[src/rtl/ccff_chain_loader_if.sv]
// Host-side bitstream interface for ccff_chain_loader: start request, word
// handshake (din/din_valid/din_ready) and sequence status (busy/done/error).
interface ccff_chain_loader_if #(
    parameter int DATA_W = 8
);
    logic              start;
    logic [DATA_W-1:0] din;
    logic              din_valid;
    logic              din_ready;
    logic              busy;
    logic              done;
    logic              error;

    // Host side: issues start and words, observes status
    modport master (
        output start, din, din_valid,
        input  din_ready, busy, done, error
    );

    // Loader side
    modport slave (
        input  start, din, din_valid,
        output din_ready, busy, done, error
    );
endinterface

[src/rtl/ccff_chain_loader.sv]
// ccff_chain_loader: takes DATA_W-bit bitstream words from a host and shifts
// exactly CHAIN_LEN bits, MSB first, into a configuration flop chain.
// Optional feature macro CCFF_PARITY_CHECK_EN: after loading, recirculate the
// chain once (tail fed back to head) and compare the parity of the bits driven
// against the parity of the bits read back; a mismatch sets the sticky error.
module ccff_chain_loader #(
    parameter int CHAIN_LEN = 12,
    parameter int DATA_W    = 8
) (
    input  logic                 prog_clk,
    input  logic                 prog_reset,
    ccff_chain_loader_if.slave   host,
    output logic                 ccff_head,
    output logic                 ccff_shift_en,
    input  logic                 ccff_tail
);
    localparam int CNT_W = $clog2(CHAIN_LEN + 1);
    localparam int WB_W  = $clog2(DATA_W + 1);

    localparam logic [CNT_W-1:0] CNT_LAST = CNT_W'(CHAIN_LEN - 1);
    localparam logic [CNT_W-1:0] CNT_ONE  = CNT_W'(1);
    localparam logic [WB_W-1:0]  WB_LAST  = WB_W'(DATA_W - 1);
    localparam logic [WB_W-1:0]  WB_ONE   = WB_W'(1);

    localparam logic [2:0] S_IDLE   = 3'd0;
    localparam logic [2:0] S_LOAD   = 3'd1;
    localparam logic [2:0] S_SHIFT  = 3'd2;
`ifdef CCFF_PARITY_CHECK_EN
    localparam logic [2:0] S_VERIFY = 3'd3;
`endif
    localparam logic [2:0] S_DONE   = 3'd4;

    logic [2:0]        state;
    logic [CNT_W-1:0]  bit_cnt;   // chain bits shifted so far (verify cycles in VERIFY)
    logic [WB_W-1:0]   word_bit;  // bits consumed from the current word
    logic [DATA_W-1:0] shreg;
    logic              shift_last;

    // A word ends when it is exhausted or the chain is full; the leftover
    // low bits of a final partial word are simply dropped.
    assign shift_last = (word_bit == WB_LAST) || (bit_cnt == CNT_LAST);

`ifdef CCFF_PARITY_CHECK_EN
    logic par_drv;
    logic par_tail;
    logic error_q;

    // Sequencer with readback parity verification
    always_ff @(posedge prog_clk) begin
        if (prog_reset) begin
            state    <= S_IDLE;
            bit_cnt  <= '0;
            word_bit <= '0;
            shreg    <= '0;
            par_drv  <= 1'b0;
            par_tail <= 1'b0;
            error_q  <= 1'b0;
        end else begin
            case (state)
                S_IDLE: begin
                    if (host.start) begin
                        state    <= S_LOAD;
                        bit_cnt  <= '0;
                        par_drv  <= 1'b0;
                        par_tail <= 1'b0;
                        error_q  <= 1'b0;
                    end
                end
                S_LOAD: begin
                    if (host.din_valid) begin
                        shreg    <= host.din;
                        word_bit <= '0;
                        state    <= S_SHIFT;
                    end
                end
                S_SHIFT: begin
                    shreg    <= shreg << 1;
                    bit_cnt  <= bit_cnt + CNT_ONE;
                    word_bit <= word_bit + WB_ONE;
                    par_drv  <= par_drv ^ shreg[DATA_W-1];
                    if (shift_last) begin
                        if (bit_cnt == CNT_LAST) begin
                            // Reuse the bit counter to time the recirculation pass
                            state    <= S_VERIFY;
                            bit_cnt  <= '0;
                            par_tail <= 1'b0;
                        end else begin
                            state <= S_LOAD;
                        end
                    end
                end
                S_VERIFY: begin
                    bit_cnt  <= bit_cnt + CNT_ONE;
                    par_tail <= par_tail ^ ccff_tail;
                    if (bit_cnt == CNT_LAST) begin
                        state <= S_DONE;
                        // Fold in the final tail bit so error lines up with done
                        if (par_drv != (par_tail ^ ccff_tail)) begin
                            error_q <= 1'b1;
                        end
                    end
                end
                S_DONE: begin
                    state <= S_IDLE;
                end
                default: begin
                    state <= S_IDLE;
                end
            endcase
        end
    end

    assign host.error = error_q;
`else
    logic unused_tail;
    assign unused_tail = ccff_tail;

    // Sequencer: load words, shift them out, pulse done
    always_ff @(posedge prog_clk) begin
        if (prog_reset) begin
            state    <= S_IDLE;
            bit_cnt  <= '0;
            word_bit <= '0;
            shreg    <= '0;
        end else begin
            case (state)
                S_IDLE: begin
                    if (host.start) begin
                        state   <= S_LOAD;
                        bit_cnt <= '0;
                    end
                end
                S_LOAD: begin
                    if (host.din_valid) begin
                        shreg    <= host.din;
                        word_bit <= '0;
                        state    <= S_SHIFT;
                    end
                end
                S_SHIFT: begin
                    shreg    <= shreg << 1;
                    bit_cnt  <= bit_cnt + CNT_ONE;
                    word_bit <= word_bit + WB_ONE;
                    if (shift_last) begin
                        state <= (bit_cnt == CNT_LAST) ? S_DONE : S_LOAD;
                    end
                end
                S_DONE: begin
                    state <= S_IDLE;
                end
                default: begin
                    state <= S_IDLE;
                end
            endcase
        end
    end

    assign host.error = 1'b0;
`endif

    logic din_ready_c;

    // Chain-side drive and host handshake decoded from the current state
    always_comb begin
        din_ready_c   = 1'b0;
        ccff_shift_en = 1'b0;
        ccff_head     = 1'b0;
        case (state)
            S_LOAD: begin
                din_ready_c = 1'b1;
            end
            S_SHIFT: begin
                ccff_shift_en = 1'b1;
                ccff_head     = shreg[DATA_W-1];
            end
`ifdef CCFF_PARITY_CHECK_EN
            S_VERIFY: begin
                ccff_shift_en = 1'b1;
                ccff_head     = ccff_tail;
            end
`endif
            default: begin
                din_ready_c = 1'b0;
            end
        endcase
    end

    assign host.din_ready = din_ready_c;
    assign host.busy      = (state != S_IDLE);
    assign host.done      = (state == S_DONE);
endmodule

[src/flat_wrapper.sv]
// flat-port wrapper written by rule: the top's interface ports become plain ports
module ccff_chain_loader_flat 
#(
    parameter int CHAIN_LEN = 12,
    parameter int DATA_W    = 8
)
  (prog_clk, prog_reset, ccff_head, ccff_shift_en, ccff_tail, host_start, host_din, host_din_valid, host_din_ready, host_busy, host_done, host_error);
  ccff_chain_loader_if #(.DATA_W(DATA_W)) host_i ();
  input  logic prog_clk;
  input  logic prog_reset;
  output logic ccff_head;
  output logic ccff_shift_en;
  input  logic ccff_tail;
  input wire logic [$bits(host_i.start)-1:0] host_start;
  input wire logic [$bits(host_i.din)-1:0] host_din;
  input wire logic [$bits(host_i.din_valid)-1:0] host_din_valid;
  output wire logic [$bits(host_i.din_ready)-1:0] host_din_ready;
  output wire logic [$bits(host_i.busy)-1:0] host_busy;
  output wire logic [$bits(host_i.done)-1:0] host_done;
  output wire logic [$bits(host_i.error)-1:0] host_error;
  assign host_i.start = host_start;
  assign host_i.din = host_din;
  assign host_i.din_valid = host_din_valid;
  assign host_din_ready = host_i.din_ready;
  assign host_busy = host_i.busy;
  assign host_done = host_i.done;
  assign host_error = host_i.error;
  ccff_chain_loader #(.CHAIN_LEN(CHAIN_LEN), .DATA_W(DATA_W)) u_core (.prog_clk(prog_clk), .prog_reset(prog_reset), .host(host_i), .ccff_head(ccff_head), .ccff_shift_en(ccff_shift_en), .ccff_tail(ccff_tail));
endmodule
[config.mk]
export PLATFORM = sky130hd
export DESIGN_NAME = ccff_chain_loader_flat
export DESIGN_NICKNAME = d
export VERILOG_FILES = /design/src/rtl/ccff_chain_loader_if.sv /design/src/rtl/ccff_chain_loader.sv /design/src/flat_wrapper.sv
export SDC_FILE = /design/constraint.sdc
export NUM_CORES = 1
export LEC_CHECK = 0
export CAP_MARGIN = 20
export CELL_PAD_IN_SITES_DETAIL_PLACEMENT = 0
export CELL_PAD_IN_SITES_GLOBAL_PLACEMENT = 1
export CORE_MARGIN = 4
export CORE_UTILIZATION = 43
export CTS_BUF_LIST = sky130_fd_sc_hd__clkbuf_8
export DETAILED_ROUTE_END_ITERATION = 10
export PLACE_DENSITY_LB_ADDON = 0.1
export RECOVER_POWER = 50
export SLEW_MARGIN = 40
export SYNTH_ARGS = -nofsm -noshare
export SYNTH_HDL_FRONTEND = slang
export SYNTH_SLANG_ARGS = --single-unit
[constraint.sdc]
create_clock -name prog_clk -period 3.5 [get_ports prog_clk]
set_clock_uncertainty 0.1 [all_clocks]
set_input_delay 0.7 -clock prog_clk [delete_from_list [all_inputs] [get_ports prog_clk]]
set_output_delay 0.7 -clock prog_clk [all_outputs]
set_load 0.03 [all_outputs]
# Word-level counts from Yosys, hierarchy flattened
# Index checks and enable logic that the tools add are counted.
# word_totals
register_bits,19
out_inout_bits,6
wordCells,36
# op_classes
add_sub_neg,2
n_eq_ne,8
mux,14
reduce_logical,8
# op_table
cell,n
4-bit one-hot mux with 2 select lines,2
8-bit one-hot mux with 2 select lines,1
3-bit 2-to-1 mux,4
3-bit one-hot mux with 3 select lines,1
"4-bit by 1-bit adder with 4-bit output, second input constant",2
4-bit 2-to-1 mux,2
8-bit 2-to-1 mux,1
"4-bit by 3-bit equality test with 1-bit output, second input constant",1
"4-bit equality test, second input constant",1
"2-bit != test, second input constant",2
2-bit AND reduction,2
2-bit nonzero test,2
"3-bit by 1-bit equality test with 1-bit output, second input constant",1
"3-bit by 2-bit equality test with 1-bit output, second input constant",1
"3-bit equality test, second input constant",1
3-bit zero test,1
1-bit 2-to-1 mux,3
3-bit AND reduction,1
3-bit nonzero test,1
"2-bit by 1-bit != test with 1-bit output, second input constant",1
1-bit logical OR,1

# Logic depth before layout (Yosys ltp)
# logic_depth
ltp_word,4
mapped_depth,6

# Least setup slack after synthesis
# No wires, ideal clock.
# synth_timing
path_type,flip-flop to output port
from,register u_core.state[2]
to,output ccff_head
t_arrival_ns,1.373
slack_ns,1.327
path_stages_with_launch,6
path_cell_list,dfxtp_1 or3b_1 buf_6 clkinv_4 buf_12 and2_1
# synth_via
elab_chain_len,2
# synth_rtl
item,line,rtl
"start, declared",ccff_chain_loader.sv:33,logic [2:0] state;
"start signal, assigned",ccff_chain_loader.sv:145,state <= (bit_cnt == CNT_LAST) ? S_DONE : S_LOAD;
3-bit by 2-bit equality test with 1-bit output,ccff_chain_loader.sv:168,case (state)
1-bit 2-to-1 mux,ccff_chain_loader.sv:168,
"end, declared",flat_wrapper.sv:11,output logic ccff_head;
# No other way between the ends.

# Worst setup path in the final report
# layout_timing
from,register u_core.state[1]
to,output ccff_head
# The elaborated chain is that of the path after synthesis.

==> results <==
-- metal layers --
metal,wire [um],share of wire
met3,93,0.046
met2,960,0.47
met1,944,0.47
met4,24,0.012
met5,0,0
-- cell type report --
| type | instances | area share |
|---|---|---|
| timing repair buffer | 18 | 0.142 |
| sequential | 19 | 0.333 |
| clock inverter | 1 | 0.00438 |
| multi-input combinational | 75 | 0.440 |
| tap | 27 | 0.0296 |
| clock buffer | 3 | 0.0361 |
| inverter | 3 | 0.0142 |
-- per-stage QoR --
| stage | setup WS (ps) | area [um^2] | std cells |
|---|---|---|---|
| after CTS | 483 | 1160 | 146 |
| final | 493 | 1140 | 146 |
| after global placement | 787 | 1120 | 142 |
| after detailed placement | 773 | 1120 | 142 |
| after global routing | 388 | 1140 | 146 |
| after floorplan | 1330 | 973 | 106 |
-- cells in the final DEF (no fill, tap or decap), types with 2 or more instances in the layout --
cell	count
a211oi_1	2
a21oi_1	12
a21oi_2	2
a22oi_1	4
a31oi_1	2
clkbuf_1	2
clkbuf_8	3
clkdlybuf4s50_1	13
dfxtp_1	19
dlygate4sd3_1	2
ha_1	2
inv_1	2
nand2_1	4
nand2b_1	2
nand3_1	10
nor3_1	4
nor3_2	3
nor3b_1	2
o21ai_0	5
o22ai_1	2
-- cell families (layout without fill, tap and decap cells) --
kind of cell               after synthesis  in the layout  synth area share
AOI/OAI and AO/OA                       32             32             0.216
DFF                                     19             19             0.391
buffers and inverters                   12             25            0.0835
other                                    1              1           0.00385
adders and majority gates                2              2            0.0257
and+or+nand+nor                         40             40             0.280
-- how the worst max path moves through the flow --
| stage | end | cells past startpoint |
|---|---|---|
| finish | ccff_head | 4 |
| global route | ccff_head | 4 |
| CTS | ccff_head | 4 |
| detailed placement | ccff_head | 4 |
| global placement | ccff_head | 4 |
| floorplan | ccff_head | 5 |
-- critical path, stage by stage (launching register included) --
cell and delay [ps]:
dfxtp_1 520, or3b_1 450, clkinv_4 160, and2_1 150
clkdlybuf4s50_1 670
-- power groups by stage --
stage	sequential [uW]	combinational, uW	clock (uW)
after global placement	240	80.9	0
after floorplan	237	60.2	0
after CTS	235	82.4	158
final	235	78.3	153
after detailed placement	240	82.0	0
after global routing	237	83.8	165
-- state kept, by name (all words and copies together) (netlist names) --
name	flops
u_core.bit_cnt	4
u_core.shreg	8
u_core.state	3
u_core.word_bit	4
==> run metrics <==
largest net degree at the start of global routing 20; via count of the routed design 836; Worst Setup Start Kind flop; Hold Path Depth 2; top cells by area, synth dfxtp_1 (39%), a21oi_1 (5.7%), nand3_1 (5.1%), nor3_2 (3.1%), a22oi_1 (3.1%); Max FO, Critical Path 18; Setup Viol. Count Final 0; post-layout net count 135; hold path start u_core.shreg[0]; CTS tree built; max_cap viols 0; clk buf depth 2; initial antenna violation count 0; Pint 340 uW; Leakage 0.000387 uW; Synth Area per Inst 9.18 um^2; CTS Buf Count 3; Post-Synthesis Cell Area 973 um^2; GR Util All Layers 0.136; CTS Hold Bufs 0; chip height 55.6 um; Yosys top cell by area dfxtp_1; clock-pin slew on the worst setup and hold paths 70 ps; r2r worst-path depth 4; GR Util met1 0.171; combinational share of power 0.168; arrival time at the worst endpoint 2210 ps; switching share of power 0.271; grt peak-use layer met2; area of the multi-input gates 503 um^2; Overall Power 467 uW; sequential element share of the synthesized area 0.391; Die Wd 55.6 um; Pins Over Slew Limit 0; Max Fclk 333 MHz; worst slew pin tran 613 ps; critical path class flop to primary output; r2r startpoint u_core.state[1]; Yosys warning count 0; Final Hold Fails 0; GRT overflow 0; FF-to-FF setup slack 1560 ps; Hold EP u_core.shreg[0]; IO Pins 19; filler cell count 190; Pwr Density 408 nW/um^2; TNS Setup 0 ps; DRT Pass-1 Iters 4; Post-DRT Antenna Nets 0; Tmin final 3010 ps; worst vdd ir 0.241 mV; EDFF count, synth 0; unrepaired setup endpoints after global routing false; Seq pwr share 0.504; full die area 3090 um^2; area delta synth->final 17.4%; drc violations 0; Crit. End Element primary output; Sink Count 19; period utilization 0.859; setup bufs post-CTS 0; first-pass GRT wire length 3.42 mm; post_cts resized 0; Mapped Nets 121; Cell variety after synth 43; sw power 127 uW; outcome finished clean; Initial Utilization 0.472; share of layout cells above drive strength 1 0.126; Async S/R FF share, synth 0; Detailed Place HPWL 1.35 mm; most instantiated library cell after synthesis dfxtp_1; Diodes inserted 0; clock share of power 0.328; CTS H-tree depth 1; # rows 16; clock root buffer clkbuf_8; Max-slew headroom 0.591; vias in the first global route 734; WL/cell 13.8 um; core area 2060 um^2; M2 GR Usage 0.220; Via-to-Cell Ratio 5.73; grt met3 use 0.0325; Fin Hold WS 375 ps; total area of sequential cells 380 um^2; final wirelength 2.02 mm; FF-to-FF End u_core.word_bit[2]; RD Place Congestion 0.695; Seq cells post-synth 19; top cells by count, synth dfxtp_1 (19), a21oi_1 (11), nand3_1 (10); Clk Latency, worst-skew pair 260 ps; Critical Path RT 2700 ps; IO buf count 16; top-area cell type share of the netlist area 0.391; Iter 0 DRT Violations 19; worst setup path start u_core.state[1]; Mapped Cells 106; Final Core Density 0.554; ys flop type dfxtp_1; min-delay worst type flop to flop
(Power assumes the default switching activity.)
